==> src/rtl/fetch_unit_if.sv <==
// Fetch-unit bus: redirect/stall control, branch resolution
// feedback, instruction memory port and fetch outputs.
interface fetch_unit_if;
  logic        stall;
  logic        fail_predict;
  logic [12:0] redirect_pc;
  logic        bp_update;
  logic [12:0] bp_pc;
  logic        bp_taken;
  logic [12:0] bp_target;
  logic [10:0] imem_addr;
  logic [31:0] imem_rdata;
  logic [12:0] pcF;
  logic [31:0] instF;
  logic        predF;

  modport master (
    output stall, fail_predict, redirect_pc,
    output bp_update, bp_pc, bp_taken, bp_target,
    output imem_rdata,
    input  imem_addr, pcF, instF, predF
  );

  modport slave (
    input  stall, fail_predict, redirect_pc,
    input  bp_update, bp_pc, bp_taken, bp_target,
    input  imem_rdata,
    output imem_addr, pcF, instF, predF
  );
endinterface

==> src/rtl/fetch_unit.sv <==
// Instruction fetch: PC register, next-PC select and a
// direct-mapped BTB with 2-bit saturating direction counters.
module fetch_unit #(
  parameter int BTB_ENTRIES = 16
) (
  input logic         CLK,
  input logic         NRST,
  fetch_unit_if.slave bus
);
  logic [12:0] pc_q;
  logic [12:0] pc_next;

  logic [BTB_ENTRIES-1:0] valid_q;
  logic [6:0]  tag_q [BTB_ENTRIES];
  logic [12:0] tgt_q [BTB_ENTRIES];
  logic [1:0]  cnt_q [BTB_ENTRIES];

  logic [3:0]  f_idx;
  logic [3:0]  u_idx;
  logic        f_hit;
  logic        u_hit;
  logic        pred;
  logic [12:0] redir_al;
  logic [12:0] upd_tgt;
  logic        unused_bp;

  assign f_idx = pc_q[5:2];
  assign u_idx = bus.bp_pc[5:2];

  assign f_hit = valid_q[f_idx]
              && (tag_q[f_idx] == pc_q[12:6]);
  assign u_hit = valid_q[u_idx]
              && (tag_q[u_idx] == bus.bp_pc[12:6]);
  assign pred  = f_hit && cnt_q[f_idx][1];

  assign redir_al  = bus.redirect_pc & 13'h1FFC;
  assign upd_tgt   = bus.bp_target & 13'h1FFC;
  assign unused_bp = ^bus.bp_pc[1:0];

  always_comb begin
    pc_next = pc_q + 13'd4;
    if (!NRST) begin
      pc_next = '0;
    end else if (bus.fail_predict) begin
      pc_next = redir_al;
    end else if (bus.stall) begin
      pc_next = pc_q;
    end else if (pred) begin
      pc_next = tgt_q[f_idx];
    end
  end

  assign bus.imem_addr = pc_next[12:2];
  assign bus.pcF       = pc_q;
  assign bus.instF     = bus.imem_rdata;
  assign bus.predF     = pred;

  always_ff @(posedge CLK) begin
    if (!NRST) begin
      pc_q <= '0;
    end else begin
      pc_q <= pc_next;
    end
  end

  // Lookup above reads pre-edge contents; writes land next cycle.
  always_ff @(posedge CLK) begin
    if (!NRST) begin
      valid_q <= '0;
      for (int i = 0; i < BTB_ENTRIES; i++) begin
        tag_q[i] <= '0;
        tgt_q[i] <= '0;
        cnt_q[i] <= 2'b01;
      end
    end else if (bus.bp_update) begin
      if (u_hit) begin
        if (bus.bp_taken) begin
          tgt_q[u_idx] <= upd_tgt;
          if (cnt_q[u_idx] != 2'b11) begin
            cnt_q[u_idx] <= cnt_q[u_idx] + 2'b01;
          end
        end else if (cnt_q[u_idx] != 2'b00) begin
          cnt_q[u_idx] <= cnt_q[u_idx] - 2'b01;
        end
      end else if (bus.bp_taken) begin
        valid_q[u_idx] <= 1'b1;
        tag_q[u_idx]   <= bus.bp_pc[12:6];
        tgt_q[u_idx]   <= upd_tgt;
        cnt_q[u_idx]   <= 2'b10;
      end
    end
  end
endmodule

==> src/flat_wrapper.sv <==
// flat-port wrapper written by rule: the top's interface ports become plain ports
module fetch_unit_flat 
#(
  parameter int BTB_ENTRIES = 16
)
  (CLK, NRST, bus_stall, bus_fail_predict, bus_redirect_pc, bus_bp_update, bus_bp_pc, bus_bp_taken, bus_bp_target, bus_imem_rdata, bus_imem_addr, bus_pcF, bus_instF, bus_predF);
  fetch_unit_if bus_i ();
  input logic CLK;
  input logic NRST;
  input wire logic [$bits(bus_i.stall)-1:0] bus_stall;
  input wire logic [$bits(bus_i.fail_predict)-1:0] bus_fail_predict;
  input wire logic [$bits(bus_i.redirect_pc)-1:0] bus_redirect_pc;
  input wire logic [$bits(bus_i.bp_update)-1:0] bus_bp_update;
  input wire logic [$bits(bus_i.bp_pc)-1:0] bus_bp_pc;
  input wire logic [$bits(bus_i.bp_taken)-1:0] bus_bp_taken;
  input wire logic [$bits(bus_i.bp_target)-1:0] bus_bp_target;
  input wire logic [$bits(bus_i.imem_rdata)-1:0] bus_imem_rdata;
  output wire logic [$bits(bus_i.imem_addr)-1:0] bus_imem_addr;
  output wire logic [$bits(bus_i.pcF)-1:0] bus_pcF;
  output wire logic [$bits(bus_i.instF)-1:0] bus_instF;
  output wire logic [$bits(bus_i.predF)-1:0] bus_predF;
  assign bus_i.stall = bus_stall;
  assign bus_i.fail_predict = bus_fail_predict;
  assign bus_i.redirect_pc = bus_redirect_pc;
  assign bus_i.bp_update = bus_bp_update;
  assign bus_i.bp_pc = bus_bp_pc;
  assign bus_i.bp_taken = bus_bp_taken;
  assign bus_i.bp_target = bus_bp_target;
  assign bus_i.imem_rdata = bus_imem_rdata;
  assign bus_imem_addr = bus_i.imem_addr;
  assign bus_pcF = bus_i.pcF;
  assign bus_instF = bus_i.instF;
  assign bus_predF = bus_i.predF;
  fetch_unit #(.BTB_ENTRIES(BTB_ENTRIES)) u_core (.CLK(CLK), .NRST(NRST), .bus(bus_i));
endmodule
==> config.mk <==
export PLATFORM = sky130hd
export DESIGN_NAME = fetch_unit_flat
export DESIGN_NICKNAME = d
export VERILOG_FILES = /design/src/rtl/fetch_unit_if.sv /design/src/rtl/fetch_unit.sv /design/src/flat_wrapper.sv
export SDC_FILE = /design/constraint.sdc
export NUM_CORES = 1
export LEC_CHECK = 0
export CAP_MARGIN = 10
export CORE_MARGIN = 2
export CORE_UTILIZATION = 60
export CTS_CLUSTER_SIZE = 30
export DETAILED_ROUTE_END_ITERATION = 7
export PLACE_DENSITY_LB_ADDON = 0.08
export SLEW_MARGIN = 40
export SYNTH_ARGS = -nofsm -noshare
export SYNTH_HDL_FRONTEND = slang
export SYNTH_SLANG_ARGS = --single-unit
==> constraint.sdc <==
create_clock -name CLK -period 4.5 [get_ports CLK]
set_clock_uncertainty 0.1 [all_clocks]
set_input_delay 0.45 -clock CLK [delete_from_list [all_inputs] [get_ports CLK]]
set_output_delay 0.45 -clock CLK [all_outputs]
set_load 0.03 [all_outputs]
==> impl_metrics.json <==
{
  "holdWs_ns": 0.214,
  "critPathRequiredTime_ns": 3.95,
  "rsz0062_at_grt": "false",
  "cpMostUsedCell": "buf_4",
  "relSlewSlack": 0.516,
  "clk_path_buf_depth": 3,
  "area_growth_pct": 12.1,
  "switching_share": 0.246,
  "p_int_mw": 5.78,
  "via_per_inst": 6.60,
  "final_nets": 1490,
  "synth.distinct_cells": 74,
  "ys_seq_area_frac": 0.550,
  "period_share": 0.976,
  "fin_crit_ns": 4.39,
  "critical_path_class": "flip-flop to primary output",
  "drcViolationCount": 0,
  "cts_made_buffers": 38,
  "antenna_found_initial": 0,
  "wl_um": 48600,
  "cp-startpoint": "u_core.bus.pcF[2]$_SDFF_PN0_",
  "ys_warn_count": 0,
  "diodes": 0,
  "ant_nets": 0,
  "final.setup.tns_ns": 0,
  "worst_pin_slew_ns": 0.726,
  "cp.arrival_ns": 3.84,
  "port_buffers": 63,
  "place_area_um2": 19500,
  "dr.pass1.iters": 5,
  "yosys_most_used_dff": "edfxtp_1",
  "grt_max_degree": 65,
  "end_kind": "primary output",
  "pwr-share-comb": 0.128,
  "cp_slowest_cell": "o311ai_0",
  "hold_violations": 0,
  "cts_tree": "yes",
  "grt_pass1_vias": 11900,
  "async_reset_ff_frac": 0,
  "drive_above_1_share": 0.217,
  "postLayoutCellArea_um2": 20800,
  "synth_area_um2": 18500,
  "holdCritStartpoint": "NRST",
  "placed_cells": 1753,
  "start_util": 0.608,
  "seqPwrFrac": 0.494,
  "core_um2": 30500,
  "track_usage": 0.305,
  "vias": 12100,
  "fp.dieW_um": 180,
  "status": "finished clean",
  "max_stage_delay_ns": 0.42,
  "fmax_mhz": 228,
  "clk_pin_slew_ns": 0.06,
  "fin_util": 0.681,
  "instances_no_fill": 1835,
  "grt_overflow": 0,
  "crit_path_max_fanout": 13,
  "cts-root-buf": "clkbuf_16",
  "ios": 134,
  "hp-class": "input port to flip-flop",
  "maxCapViolCount": 0,
  "crit_chain": "buf_12 > buf_4 > inv_2 > buf_4 > mux2i_1 > mux2i_1 > xor2_1 > nor4_4 > buf_4 > a21boi_0 > o311ai_0 > nand2_1 > dlygate4sd2_1",
  "power_mw": 7.66,
  "p_clk_frac": 0.379,
  "die-area_um2": 32300,
  "row_count": 64,
  "gp_congestion": 0.887,
  "syn_nets": 1444,
  "drt-initial-drc-count": 1441,
  "fp.dieH_um": 180,
  "pre_cts_slack_ns": 0.0613,
  "setup_violations": 0,
  "fill_cells": 2125,
  "fin_ws_ns": 0.109,
  "wire_per_inst_um": 26.5,
  "p_sw_mw": 1.88,
  "syn_area_per_cell_um2": 13.6,
  "htree_levels": 2,
  "grt_first_pass_wirelength_um": 74300,
  "dpl.hpwl_um": 31800,
  "final_max_slew_viol_count": 0,
  "synth_edf_count": 320,
  "syn_inst": 1366,
  "ys_seq_elements": 349,
  "clock-sinks": 349,
  "worstSkewPairLatency_ns": 0.54,
  "powerDensity_nw_per_um2": 369,
  "critical_path.startpoint_type": "flip-flop",
  "cts_hold_buf": 0,
  "irDropWorstVdd_uv": 249,
  "crit-reg2reg-launch": "u_core.tag_q[7][1]$_SDFFCE_PN0P_",
  "leakage_nw": 7.77
}
-- cell usage after synthesis, types with 4 or more instances --
cell type / instances / share of area
edfxtp_1: 320 / 0.52
and2_1: 195 / 0.066
and3_1: 124 / 0.042
mux4_2: 108 / 0.13
clkbuf_1: 75 / 0.015
nand2_1: 63 / 0.013
nand3_1: 49 / 0.013
nor2_1: 42 / 0.0085
buf_4: 41 / 0.017
mux2i_1: 40 / 0.022
dfxtp_1: 29 / 0.031
o21ai_0: 25 / 0.0067
nand2b_1: 19 / 0.0064
a21o_1: 17 / 0.0069
buf_2: 16 / 0.0043
o31ai_1: 14 / 0.0057
a21oi_1: 11 / 0.0030
a22oi_1: 11 / 0.0045
nor3_1: 10 / 0.0027
nor3_2: 10 / 0.0054
o31ai_2: 10 / 0.0067
inv_1: 9 / 0.0018
nor2b_1: 8 / 0.0027
xnor2_1: 7 / 0.0033
xor2_1: 7 / 0.0033
a31oi_1: 6 / 0.0020
buf_6: 6 / 0.0036
dlygate4sd1_1: 5 / 0.0024
a2bb2oi_1: 4 / 0.0019
a32o_1: 4 / 0.0022
buf_1: 4 / 0.00081
mux2_2: 4 / 0.0024
mux2_4: 4 / 0.0032
mux4_1: 4 / 0.0057
or3_1: 4 / 0.0013
-- critical path: cells and delay by family (launching register included) --
family	cells	cell delay, ns
simple gates	2	0.48
xor+xnor	1	0.20
compound gates	2	0.48
flops	1	0.37
buf+inv	6	1.18
mux	2	0.59
-- cell usage in the layout, fill, tap and decap left out, types with 8 or more instances in the layout --
cell,count
nor3_1,10
a21o_1,17
o21ai_1,11
nand3_1,49
mux2i_1,38
clkinv_1,9
buf_12,11
nor2b_1,8
o31ai_1,14
clkdlybuf4s50_1,50
nor2_1,42
nand2b_1,19
nand2_1,63
nor3_2,10
inv_1,9
edfxtp_1,320
clkbuf_1,11
a21oi_1,11
mux4_2,108
a22oi_1,11
and3_1,124
buf_4,85
and2_1,195
clkbuf_16,38
dfxtp_1,26
o31ai_2,10
o21ai_0,14
-- area by class of cell --
type,count,area [µm²],area share
well taps,396,495,0.0238
repair buffers,157,1460,0.0702
flip-flops and latches,349,10200,0.491
clock inverters,16,114,0.00548
clock buffers,51,1020,0.0491
multi-input cells,854,7460,0.359
inverters,12,45.0,0.00217
-- what timing repair did --
| action | in CTS | in global routing |
|---|---|---|
| setup endpoints to repair | 10 | 9 |
| setup buffers | 7 | 8 |
| gates resized for setup | 7 | 3 |
| pin swaps | 1 | 3 |
-- cells by family (layout without fill, tap and decap cells) --
kind of cell / after synthesis / in the layout / share of synthesized area
AO/OA/AOI/OAI: 135 / 135 / 0.0579
XOR/XNOR: 14 / 14 / 0.00661
adder cells (fa/ha/maj): 1 / 1 / 0.000675
buffers and inverters: 163 / 236 / 0.0487
flip-flops: 349 / 349 / 0.550
multiplexers: 163 / 163 / 0.167
AND/OR/NAND/NOR: 541 / 541 / 0.169
-- power groups by stage --
stage | clock, mW | sequential [mW] | combinational, mW
4_1_cts | 2.92 | 3.78 | 0.958
3_3_place_gp | 0 | 3.85 | 0.922
2_1_floorplan | 0 | 3.82 | 0.676
3_5_place_dp | 0 | 3.86 | 0.928
6_report | 2.90 | 3.78 | 0.977
5_1_grt | 3.06 | 3.80 | 1.03
-- layer usage --
layer	GRT usage	up-vias	routed length, µm
met5	0	-	0
met2	0.456	674	22300
li1	-	5270	-
met4	0.0751	0	906
met3	0.0498	87	4940
met1	0.472	6073	20500
-- sequential cells by signal, summed over array words and instances (netlist names) --
register,count
u_core.bus.pcF,13
u_core.cnt_q,32
u_core.tag_q,112
u_core.tgt_q,176
u_core.valid_q,16
-- path summary, 6_finish.rpt --
path / end / slack, ns / cells past startpoint
hold reg to reg: u_core.valid_q[13]$_SDFFE_PN0N_ / 0.38 / 1
hold / removal: u_core.bus.pcF[6]$_SDFF_PN0_ / 0.21 / 2
setup / recovery: bus_imem_addr[1] / 0.11 / 13
setup reg to reg: u_core.tag_q[1][1]$_SDFFCE_PN0P_ / 1.03 / 9
(Power assumes the default switching activity.)
